--- config.mk ---
export PLATFORM = sky130hd
export DESIGN_NAME = aoi21_reg_bank
export DESIGN_NICKNAME = d
export VERILOG_FILES = /design/src/rtl/aoi21_reg_bank.sv
export SDC_FILE = /design/constraint.sdc
export NUM_CORES = 1
export LEC_CHECK = 0
export CELL_PAD_IN_SITES_DETAIL_PLACEMENT = 1
export CELL_PAD_IN_SITES_GLOBAL_PLACEMENT = 1
export CORE_UTILIZATION = 28
export CTS_BUF_LIST = sky130_fd_sc_hd__clkbuf_8
export DETAILED_ROUTE_END_ITERATION = 12
export PLACE_DENSITY_LB_ADDON = 0.12
export REMOVE_ABC_BUFFERS = 1
export SLEW_MARGIN = 30
export SYNTH_ARGS = -nofsm -noshare
export SYNTH_HDL_FRONTEND = slang
export SYNTH_SLANG_ARGS = --single-unit
--- constraint.sdc ---
create_clock -name CLK -period 1.1 [get_ports CLK]
set_input_delay 0.22 -clock CLK [delete_from_list [all_inputs] [get_ports CLK]]
set_output_delay 0.22 -clock CLK [all_outputs]
set_load 0.1 [all_outputs]
--- src/rtl/aoi21_reg_bank.sv ---
// WIDTH-lane AOI21 (QN = ~((IN1 & IN2) | IN3)) with a DEPTH-stage valid-qualified pipeline.
// Optional saturating QN toggle counter enabled by defining AOI21_BANK_TGLCNT_EN.
module aoi21_reg_bank #(
  parameter int unsigned WIDTH = 8,
  parameter int unsigned DEPTH = 2,
  parameter int unsigned CNT_W = 16
) (
  input  logic             CLK,
  input  logic             RST,
  input  logic [WIDTH-1:0] IN1,
  input  logic [WIDTH-1:0] IN2,
  input  logic [WIDTH-1:0] IN3,
  input  logic             VALID_IN,
  input  logic             EN,
  input  logic             CLR_CNT,
  output logic [WIDTH-1:0] QN,
  output logic             VALID_OUT,
  output logic [CNT_W-1:0] TGL_CNT
);

  logic [WIDTH-1:0] w_d0;
  logic [WIDTH-1:0] w_d [0:DEPTH-1];
  logic [DEPTH-1:0] w_v;
  logic [WIDTH-1:0] r_data [1:DEPTH];
  logic [DEPTH:1]   r_valid;

  assign w_d0 = ~((IN1 & IN2) | IN3);

  // Input side of each stage: index k feeds stage k+1.
  always_comb begin
    w_d[0] = w_d0;
    w_v[0] = VALID_IN;
    for (int unsigned k = 1; k < DEPTH; k++) begin
      w_d[k] = r_data[k];
      w_v[k] = r_valid[k];
    end
  end

  // Valid always advances; data only captures valid words so bubbles never disturb QN.
  always_ff @(posedge CLK or posedge RST) begin
    if (RST) begin
      for (int unsigned k = 1; k <= DEPTH; k++) begin
        r_data[k] <= '1;
      end
      r_valid <= '0;
    end else if (EN) begin
      for (int unsigned k = 1; k <= DEPTH; k++) begin
        r_valid[k] <= w_v[k-1];
        if (w_v[k-1]) begin
          r_data[k] <= w_d[k-1];
        end
      end
    end
  end

  assign QN        = r_data[DEPTH];
  assign VALID_OUT = r_valid[DEPTH];

`ifdef AOI21_BANK_TGLCNT_EN
  localparam int unsigned POP_W = $clog2(WIDTH + 1);
  localparam int unsigned SUM_W = ((CNT_W > POP_W) ? CNT_W : POP_W) + 1;
  localparam logic [SUM_W-1:0] CNT_MAX = SUM_W'({CNT_W{1'b1}});

  logic [WIDTH-1:0] w_diff;
  logic [POP_W-1:0] w_pop;
  logic [SUM_W-1:0] w_sum;
  logic [CNT_W-1:0] r_cnt;

  // Bits that flip on QN when the word entering the last stage lands.
  assign w_diff = r_data[DEPTH] ^ w_d[DEPTH-1];

  always_comb begin
    w_pop = '0;
    for (int unsigned i = 0; i < WIDTH; i++) begin
      w_pop = w_pop + POP_W'(w_diff[i]);
    end
  end

  assign w_sum = SUM_W'(r_cnt) + SUM_W'(w_pop);

  // Clear wins over increment and ignores the stall.
  always_ff @(posedge CLK or posedge RST) begin
    if (RST) begin
      r_cnt <= '0;
    end else if (CLR_CNT) begin
      r_cnt <= '0;
    end else if (EN && w_v[DEPTH-1]) begin
      r_cnt <= (w_sum > CNT_MAX) ? {CNT_W{1'b1}} : w_sum[CNT_W-1:0];
    end
  end

  assign TGL_CNT = r_cnt;
`else
  logic w_unused_clr;

  assign w_unused_clr = CLR_CNT;
  assign TGL_CNT      = '0;
`endif

endmodule

# After elaboration in Yosys (flattened, before gate mapping)
# Index checks and enable logic that the tools add are counted.
[totals] in_bits=29 regBits=18 out_inout_bits=25 elab_cells=8
[op_classes] bitwise=3 reduce_logical=2
[op_table] cell="$and 8x8->8" n=1
[op_table] cell="$not 8->8" n=1
[op_table] cell="$or 8x8->8" n=1
[op_table] cell="$reduce_and 2->1" n=2

# Depth between registers and ports, before layout
[logic_depth] ltp_word=3 depth_mapped=2 ltp_nobuf=2

# Least setup slack after synthesis
# OpenSTA, ideal clock, no wires.
[synth_timing] path_kind="register to register" start="reg, netlist name r_valid[2]" end="reg r_valid[2] (netlist name)" required_time_ns=1.017 stages_incl_launch_ff=3 slack_ns=-0.096 n_path_buf=0 synth_period_minus_slack_ns=1.196 setup_time_ns=0.083 arrival_ns=1.113 cell_sequence="dfrtp_1 > inv_1 > o21ai_0"
[synth_lines] element="end signal: indexed assignment" line="48" text="r_valid[k] <= w_v[k-1];"
[synth_lines] element="end: declaration" line="25" text="logic [DEPTH:1] r_valid;"

# Worst setup path in the final report
[layout_timing] start="reg r_data (netlist bit QN[1])" end="out QN[1]"
[layout_lines] element="start: declaration" line="24" text="logic [WIDTH-1:0] r_data [1:DEPTH];"
[layout_lines] element="start signal: indexed assignment" line="50" text="r_data[k] <= w_d[k-1];"
[layout_lines] element="end: declaration" line="16" text="output logic [WIDTH-1:0] QN,"
# No word-level cell between the ends.

==> results.py <==
metrics = {
    "run_status": {
        "status": "finished, violations left",
        "violations": "setup timing",
    },
    "routing": {
        "top_layer": "met3",
        "drt_first_pass_iters": 2,
        "drc": 0,
        "wl_met3_um": 112,
        "num_vias": 584,
        "met1Wirelength_um": 726,
        "routedWlPerCell_um": 11.3,
        "wl_um": 1710,
        "wl_met2_um": 871,
        "ant_nets": 0,
        "drt_iter0_markers": 4,
        "viasPerCell": 3.87,
    },
    "worst_setup_path": {
        "r2r_setup_slack_ps": 90,
        "critPathBufInv": 1,
        "cp_top_family": "flip-flops",
        "slowest_stage": "dfstp_2",
        "worstSetupPathType": "reg -> out",
        "r2r-end": "QN[0]$_DFFE_PP1P_",
        "worstPathCellList": "buf_12",
        "cp-start-kind": "flip-flop",
        "required_ps": 880,
        "arrival_ps": 990,
        "worstSetupEndpointType": "output port",
        "slowest_delay_ps": 570,
        "worstPathMaxFanout": 2,
        "reg2reg_depth": 2,
        "r2r-start": "r_valid[1]$_DFFE_PP0P_",
    },
    "clock_network": {
        "root_buffer": "clkbuf_8",
        "htreeDepth": 1,
        "cts_inserted_buffers": 3,
        "hold_buffers": 0,
        "path_clk_slew_ps": 70,
        "clkLatencyLatePin_ps": 250,
        "clockBufferDepth": 2,
        "cts_tree": "built",
        "post_cts_buffers": 0,
        "numClockSinks": 18,
    },
    "global_routing": {
        "grtUsageTotal_pct": 11.3,
        "overflow": 0,
        "grt_pass1_wl_um": 2870,
        "grt_pass1_vias": 611,
        "grt_max_degree": 19,
        "antenna_found_initial": 0,
    },
    "floorplan": {
        "die_w_um": 59.0,
        "rows": 20,
        "ios": 54,
        "die-area_mm2": 0.00348,
        "start_util_pct": 29.8,
        "core_mm2": 0.00305,
        "die_h_um": 59.0,
    },
    "yosys": {
        "synth_warnings": 0,
        "ys_seq_area_share_pct": 51.8,
        "synth_top_area_cell": "dfstp_2",
        "syn_area_um2": 908,
        "synth-seq-cells": 18,
        "syn_avg_cell_area_um2": 12.3,
        "ys_top_cells_by_area": "dfstp_2 46%, buf_4 20%, mux2_2 20%, dfrtp_1 5.5%, a21oi_1 4.4%",
        "synth_cell_types": 9,
        "syn-instance-count": 74,
        "yosys.area.top_type_share_pct": 46.3,
    },
    "flow_run": {
        "drv_cap": 0,
    },
    "place": {
        "routabilityCongestion": 0.595,
        "port_buffers": 36,
        "dp_hpwl_um": 1300,
        "dp_slack_ps": -303,
    },
    "timing": {
        "fin_crit_ps": 1210,
        "setup_viol": 8,
        "fin_ws_ps": -114,
        "hold_viol": 0,
        "slew_violations": 0,
        "fin_skew_ps": 1.06,
        "rsz0062_at_grt": "yes",
        "fmax_mhz": 824,
        "min_period_over_period_pct": 110,
    },
    "power_and_ir_drop": {
        "power.internal_mw": 1.77,
        "pwr-share-seq_pct": 32.7,
        "ir_drop_v": 0.000952,
        "cellLeakagePower_nw": 0.591,
        "clkPwrFrac_pct": 16.9,
        "switchingPower_mw": 1.37,
        "swShare_pct": 43.8,
        "p_per_area_mw_per_mm2": 2280,
        "p_comb_share_pct": 50.4,
    },
    "final_layout": {
        "diodes": 0,
        "nets": 137,
        "regArea_um2": 470,
        "multiInputGateArea_um2": 319,
        "area_growth_pct": 51.9,
        "drive_above_1_share_pct": 45.8,
        "final_common_cell": "clkdlybuf4s50_1",
        "n_fill_cell": 332,
        "mostFrequentLayoutCells": "26 x clkdlybuf4s50_1, 16 x dfstp_2, 16 x mux2_2, 16 x conb_1, 10 x buf_12",
        "post-route-util_pct": 45.2,
    },
    "worst_hold_path": {
        "hold_path_class": "in -> async",
    },
}
metal layers:
layer,vias up,GRT usage [%]
met1,280,14.3
li1,274,-
met4,0,3.06
met2,30,19.2
met3,0,2.86
met5,-,0
worst max-delay path by stage:
| stage | start | endpoint | slack (ps) | depth (start not counted) |
|---|---|---|---|---|
| 2_1_floorplan | r_valid[2]$_DFFE_PP0P_ | r_valid[2]$_DFFE_PP0P_ | -100 | 2 |
| 3_3_place_gp | EN | r_data[14]$_DFFE_PP1P_ | -280 | 3 |
| 3_5_place_dp | EN | r_data[10]$_DFFE_PP1P_ | -300 | 3 |
| 4_1_cts | QN[1]$_DFFE_PP1P_ | QN[1] | -120 | 1 |
| 5_1_grt | QN[4]$_DFFE_PP1P_ | QN[4] | -140 | 1 |
| 6_report | QN[1]$_DFFE_PP1P_ | QN[1] | -110 | 1 |
layout make-up:
| cell class | instances | area share [%] |
|---|---|---|
| Tap cell | 44 | 3.99 |
| Sequential cell | 18 | 34.1 |
| Multi-Input combinational cell | 45 | 23.1 |
| Clock buffer | 4 | 3.99 |
| Timing Repair Buffer | 37 | 34.0 |
| Inverter | 3 | 0.816 |
cell usage after synthesis, drive strengths merged:
| library cell | count |
|---|---|
| a21oi | 8 |
| buf | 24 |
| nand2 | 2 |
| dfstp | 16 |
| o21ai | 2 |
| conb | 1 |
| inv | 3 |
| dfrtp | 2 |
| mux2 | 16 |
sequential cells by signal (all words and copies together), names as in the netlist:
| name | count |
|---|---|
| r_data | 8 |
| QN | 8 |
| r_valid | 2 |
power by group through the flow:
| stage | Sequential (mW) | Combinational, mW | Clock (mW) |
|---|---|---|---|
| after floorplan | 1.65 | 0.398 | 0 |
| after global placement | 1.03 | 1.57 | 0 |
| after detailed placement | 1.03 | 1.59 | 0 |
| after CTS | 1.03 | 1.59 | 0.547 |
| after global routing | 1.05 | 1.63 | 0.580 |
| final | 1.03 | 1.58 | 0.530 |
kinds of logic after synthesis:
group	Yosys count	synth area share, %
flops	18	51.8
other cells	1	0.413
simple gates	2	1.38
mux	16	19.8
buf+inv	27	21.1
compound gates	10	5.51
metrics by stage:
step                instances  setup TNS (ps)  power (mW)  area (µm²)  hold slack, ps
global placement          146           -4580        2.61        1310             541
global route              151           -1060        3.26        1380             305
floorplan                  65            -386        2.05         785             147
CTS                       151            -894        3.17        1380             283
detailed placement        146           -4800        2.62        1310             554
finish                    151            -813        3.14        1380             283
timing repair:
action | in CTS | in global routing
resized for setup | 3 | 0
gates cloned | 1 | 0
pin swaps | 1 | 0
endpoints found under the setup margin | 24 | 8
Power figures use the tool's default switching activity.
